--- src/rtl/timer_display_scan.sv ---
// Six-digit 7-segment scanner for hr:min:sec with per-frame input snapshot.
// Optional expiry blink on 00:00:00 when TIMER_DISP_BLINK_EN is defined.
module timer_display_scan #(
   parameter int unsigned P_SCAN_DIV   = 1000,
   parameter int unsigned P_BLINK_HALF = 32
) (
   input  logic       i_clk,
   input  logic       i_rstn,
   input  logic [5:0] i_sec,
   input  logic [5:0] i_min,
   input  logic [4:0] i_hr,
   output logic [6:0] o_seg,
   output logic       o_dp,
   output logic [5:0] o_an
);

   localparam int unsigned CntW = $clog2(P_SCAN_DIV);

   if (P_SCAN_DIV < 2) begin : g_bad_scan_div
      $error("P_SCAN_DIV must be at least 2");
   end
   if (P_BLINK_HALF < 1) begin : g_bad_blink_half
      $error("P_BLINK_HALF must be at least 1");
   end

   function automatic logic [3:0] bcd_tens(input logic [5:0] v);
      logic [5:0] t;
      t = v / 6'd10;
      return t[3:0];
   endfunction

   function automatic logic [3:0] bcd_ones(input logic [5:0] v);
      logic [5:0] t;
      t = v % 6'd10;
      return t[3:0];
   endfunction

   function automatic logic [6:0] seg_lut(input logic [3:0] d);
      logic [6:0] s;
      case (d)
         4'd0:    s = 7'h3F;
         4'd1:    s = 7'h06;
         4'd2:    s = 7'h5B;
         4'd3:    s = 7'h4F;
         4'd4:    s = 7'h66;
         4'd5:    s = 7'h6D;
         4'd6:    s = 7'h7D;
         4'd7:    s = 7'h07;
         4'd8:    s = 7'h7F;
         4'd9:    s = 7'h6F;
         default: s = 7'h40;
      endcase
      return s;
   endfunction

   logic [CntW-1:0] cnt_q, cnt_d;
   logic [2:0]      idx_q, idx_d;
   logic [5:0]      snap_sec_q, snap_min_q;
   logic [4:0]      snap_hr_q;
   logic [6:0]      seg_q, seg_d;
   logic            dp_q, dp_d;
   logic [5:0]      an_q, an_d;
   logic            scan_end, frame_end, snap_zero, blank;

   assign scan_end  = (cnt_q == CntW'(P_SCAN_DIV - 1));
   assign frame_end = scan_end && (idx_q == 3'd5);
   assign snap_zero = (snap_sec_q == 6'd0) && (snap_min_q == 6'd0) && (snap_hr_q == 5'd0);

   always_comb begin
      cnt_d = scan_end ? '0 : cnt_q + CntW'(1);
      idx_d = idx_q;
      if (scan_end) begin
         idx_d = (idx_q == 3'd5) ? 3'd0 : idx_q + 3'd1;
      end
   end

`ifdef TIMER_DISP_BLINK_EN
   localparam int unsigned FcW = $clog2(2 * P_BLINK_HALF);

   logic [FcW-1:0] fc_q, fc_d;

   // Held at 0 while time remains so blinking always begins in the on-phase.
   always_comb begin
      fc_d = fc_q;
      if (!snap_zero) begin
         fc_d = '0;
      end else if (frame_end) begin
         fc_d = (fc_q == FcW'(2 * P_BLINK_HALF - 1)) ? '0 : fc_q + FcW'(1);
      end
   end

   assign blank = snap_zero && (fc_q >= FcW'(P_BLINK_HALF));

   always_ff @(posedge i_clk) begin
      if (!i_rstn) begin
         fc_q <= '0;
      end else begin
         fc_q <= fc_d;
      end
   end
`else
   assign blank = 1'b0;
`endif

   logic [3:0] dig;
   logic       bad;

   always_comb begin
      dig = 4'd0;
      bad = 1'b0;
      unique case (idx_q)
         3'd0: begin dig = bcd_ones(snap_sec_q);        bad = snap_sec_q > 6'd59; end
         3'd1: begin dig = bcd_tens(snap_sec_q);        bad = snap_sec_q > 6'd59; end
         3'd2: begin dig = bcd_ones(snap_min_q);        bad = snap_min_q > 6'd59; end
         3'd3: begin dig = bcd_tens(snap_min_q);        bad = snap_min_q > 6'd59; end
         3'd4: begin dig = bcd_ones({1'b0, snap_hr_q}); bad = snap_hr_q > 5'd23;  end
         3'd5: begin dig = bcd_tens({1'b0, snap_hr_q}); bad = snap_hr_q > 5'd23;  end
         default: begin dig = 4'd0; bad = 1'b0; end
      endcase
   end

   always_comb begin
      seg_d = bad ? 7'h40 : seg_lut(dig);
      dp_d  = (idx_q == 3'd2) || (idx_q == 3'd4);
      an_d  = ~(6'b000001 << idx_q);
      if (blank) begin
         seg_d = 7'h00;
         dp_d  = 1'b0;
         an_d  = 6'h3F;
      end
   end

   always_ff @(posedge i_clk) begin
      if (!i_rstn) begin
         cnt_q      <= '0;
         idx_q      <= 3'd0;
         snap_sec_q <= 6'd0;
         snap_min_q <= 6'd0;
         snap_hr_q  <= 5'd0;
         seg_q      <= 7'h00;
         dp_q       <= 1'b0;
         an_q       <= 6'h3F;
      end else begin
         cnt_q <= cnt_d;
         idx_q <= idx_d;
         if (frame_end) begin
            snap_sec_q <= i_sec;
            snap_min_q <= i_min;
            snap_hr_q  <= i_hr;
         end
         seg_q <= seg_d;
         dp_q  <= dp_d;
         an_q  <= an_d;
      end
   end

   assign o_seg = seg_q;
   assign o_dp  = dp_q;
   assign o_an  = an_q;

endmodule

--- config.mk ---
export PLATFORM = sky130hd
export DESIGN_NAME = timer_display_scan
export DESIGN_NICKNAME = d
export VERILOG_FILES = /design/src/rtl/timer_display_scan.sv
export SDC_FILE = /design/constraint.sdc
export NUM_CORES = 1
export LEC_CHECK = 0
export CAP_MARGIN = 25
export CORE_MARGIN = 8
export CORE_UTILIZATION = 30
export DETAILED_ROUTE_END_ITERATION = 10
export DONT_BUFFER_PORTS = 1
export PLACE_DENSITY = 0.49
export SYNTH_ARGS = -nofsm -noshare
export SYNTH_HDL_FRONTEND = slang
export SYNTH_SLANG_ARGS = --single-unit
--- constraint.sdc ---
create_clock -name i_clk -period 7.9 [get_ports i_clk]
set_input_delay 1.58 -clock i_clk [delete_from_list [all_inputs] [get_ports i_clk]]
set_output_delay 1.58 -clock i_clk [all_outputs]
set_load 0.05 [all_outputs]
==> metrics.md <==
| Metric | Value |
|---|---|
| Post-route DRC | 0 |
| PortBufs | 0 |
| Post-synthesis cell type count | 64 |
| Global-route wire length before repair | 11100 microns |
| Synth-to-layout area growth | 6.58% |
| Final ANT Viol Nets | 0 |
| Status | completed |
| Core ar. | 0.00868 sq mm |
| Syn Area/Cell | 7.62 sq um |
| Setup WS pre-CTS | 3360 ps |
| FF-to-FF Start | idx_q[0] |
| Dpl cell area | 0.00274 sq mm |
| Antenna violations before repair | 0 |
| Setup WS post-layout | 3270 ps |
| Setup TNS | 0 ps |
| CTS Buffer Depth | 2 |
| Largest net degree at the start of global routing | 27 |
| Clk_lat worst skew | 300 ps |
| Post-Synth Adder-Cell Area | 6.06% |
| CP Max Fanout | 25 |
| TritonCTS clock tree | built |
| Clock sinks | 44 |
| Pwr/cell area | 146 mW/mm^2 |
| Compound-Gate Fraction of Synth Area | 22.4% |
| RSZ-0062 raised after global routing | false |
| EDFF count, synth | 0 |
| Diode count | 0 |
| CTS Hold Bufs | 0 |
| Routed WL | 6600 microns |
| Post-synthesis mux area share | 2.29% |
| Share of layout cells above drive strength 1 | 6.38% |
| FFs w/ async S/R, synth | 0% |
| CP endpoint kind | flop |
| Initial core utilization | 30.9% |
| Commonest cells post-synth | nand2_1 (66), dfxtp_1 (44), a21oi_1 (37), nor2_1 (25), nand3_1 (17) |
| Top area cells in the synthesized netlist | dfxtp_1 (33%), nand2_1 (9.2%), a21oi_1 (6.9%), ha_1 (6.1%), nor2_1 (3.5%) |
| Final period util | 58.6% |
| DR vias | 2424 |
| Die area | 0.0122 sq mm |
| Vias in the first global route | approximately 2300 |
| IO Pins | 33 |
| Slew of the pin with the lowest slew margin | 859 ps |
| Clk_skew | 7.95 ps |
| Peak Freq | ~220 MHz |
| WP data required | 8120 ps |
| Leakage | 1.05 nW |
| Detailed Route Iter0 Violations | 169 |
| Cells after synthesis | 352 |
| Gpl congestion | 0.816 |
| Die height | 111 microns |
| DR pass1 iterations | 4 |
| Syn nets | about 380 |
| Slew Viols, Final | 0 |
| Slew Limit Headroom | 42.6% |
| Drt wl/cell | ~15 microns |
| Peak VDD IR | 0.0000717 V |
| H-tree levels | 2 |
| Final Instance Area | 0.00286 sq mm |
| Post-CTS setup buffers | 0 |
| Final hold vios | 0 |
| Hold path startpoint | cnt_q[0] |
| Rows | 34 |
| Global route total overflow | 0 |
| CP startpoint kind | flop |
| CP Data Arrival Time | between 4000 and 5000 ps |
| Post-synth top area share | roughly 33% |
| Nets@finish | 376 |
| Vias per std cell | 5.35 |
| Clk pin slew, worst setup/hold paths | 90 ps |
| Reported max-cap violation count | 0 |
| Post-synthesis sequential area ratio | 32.8% |
| Horiz. Die Dim | 111 microns |
| Synth area leader | dfxtp_1 |
| Synthesized cell area | 0.00268 sq mm |
| Flops & latches, synth | 44 |
| Total number of yosys warnings | 0 |
| Simple-Gate Fraction of Synth Area | 27.8% |
| CTS Buf Count | 5 |
| Xor and xnor area share after synthesis | 2.94% |
| Count leader, synth | nand2_1 |
| Setup Viol. Count Final | 0 |
| Clk root buf | clkbuf_8 |
| HPWL Detailed | 4950 microns |
| Post_cts resized | 0 |
| Critical path type | reg2reg |
| Worst min path class | reg2reg |
| Top FF cell, synth | dfxtp_1 |
| Final core area utilization | ~33% |
| Origin of the worst setup path | idx_q[0] |
| Largest family of logic cells by synthesized area | simple AND/OR/NAND/NOR gates |
| Final critical-path required period | 4630 ps |
| GRT Util Overall | between 10% and 20% |
-- placed cells by master (no fill, tap or decap), drive strengths merged, types with 5 or more instances in the layout --
cell type	Yosys	routed
a21oi	38	38
clkbuf	9	5
dfxtp	44	44
ha	13	13
inv	18	19
mux2i	5	5
nand2	66	66
nand3	18	18
nand4	8	8
nor2	26	26
nor2b	6	6
o211ai	5	5
o21ai	15	15
o31ai	6	6
xnor2	5	5
-- area by class of cell --
type	count	area, sq um
Clock inverter	3	46.3
Multi-Input combinational cell	274	1650
Tap cell	108	135
Sequential cell	44	881
Clock buffer	5	68.8
Fill cell	952	5820
Timing Repair Buffer	1	7.51
Inverter	18	70.1
-- metal layers --
layer  global-route usage, %  vias to the layer above  share of wire [%]
li1                        -                     1231                  -
met1                    14.0                     1117                 48
met4                    3.06                        0                1.3
met5                       0                        -                  0
met2                    16.6                       69                 45
met3                    2.71                        7                5.7
-- where the power goes --
| group | internal, mW | switching (mW) |
|---|---|---|
| clock network | 0.0953 | 0.0821 |
| logic | 0.00237 | 0.00460 |
| registers | 0.225 | 0.00859 |
-- cell families after synthesis --
family,Yosys count
simple gates,153
compound gates,93
flops,44
buf+inv,34
fa+ha+maj,13
xor+xnor,9
mux,6
-- worst paths after layout --
path                   end  slack (ps)  cells after the start
hold reg to reg   cnt_q[0]         450                      1
hold / removal    cnt_q[0]         450                      1
setup / recovery  o_seg[6]        3270                     17
setup reg to reg  o_seg[6]        3270                     17
-- worst max-delay path: stages, from the launching register on --
cell and delay [ps]:
dfxtp_1 850, inv_1 320, nor2_1 190, ha_1 390, nand2_1 90, o2111ai_1 130, nor2b_1 250, inv_1 120
ha_1 340, o2111ai_1 120, o211ai_1 180, o211ai_1 140, o21a_1 140, o31ai_2 480, inv_1 130, ha_1 250
mux2_2 260, a31oi_1 150
-- stage by stage --
| stage | hold WS (ps) | instances | total power, mW |
|---|---|---|---|
| 2_1_floorplan | 413 | 352 | 0.244 |
| 3_3_place_gp | 429 | 445 | 0.246 |
| 3_5_place_dp | 438 | 445 | 0.246 |
| 4_1_cts | 450 | 453 | 0.426 |
| 5_1_grt | 497 | 453 | 0.436 |
| 6_report | 446 | 453 | 0.418 |
-- sequential cells by signal (all words and copies together), names as in the netlist --
signal and flops:
o_seg 7, snap_min_q 6, snap_hr_q 5, snap_sec_q 6
idx_q 3, cnt_q 10, o_dp 1, o_an 6
Power figures use the tool's default switching activity.
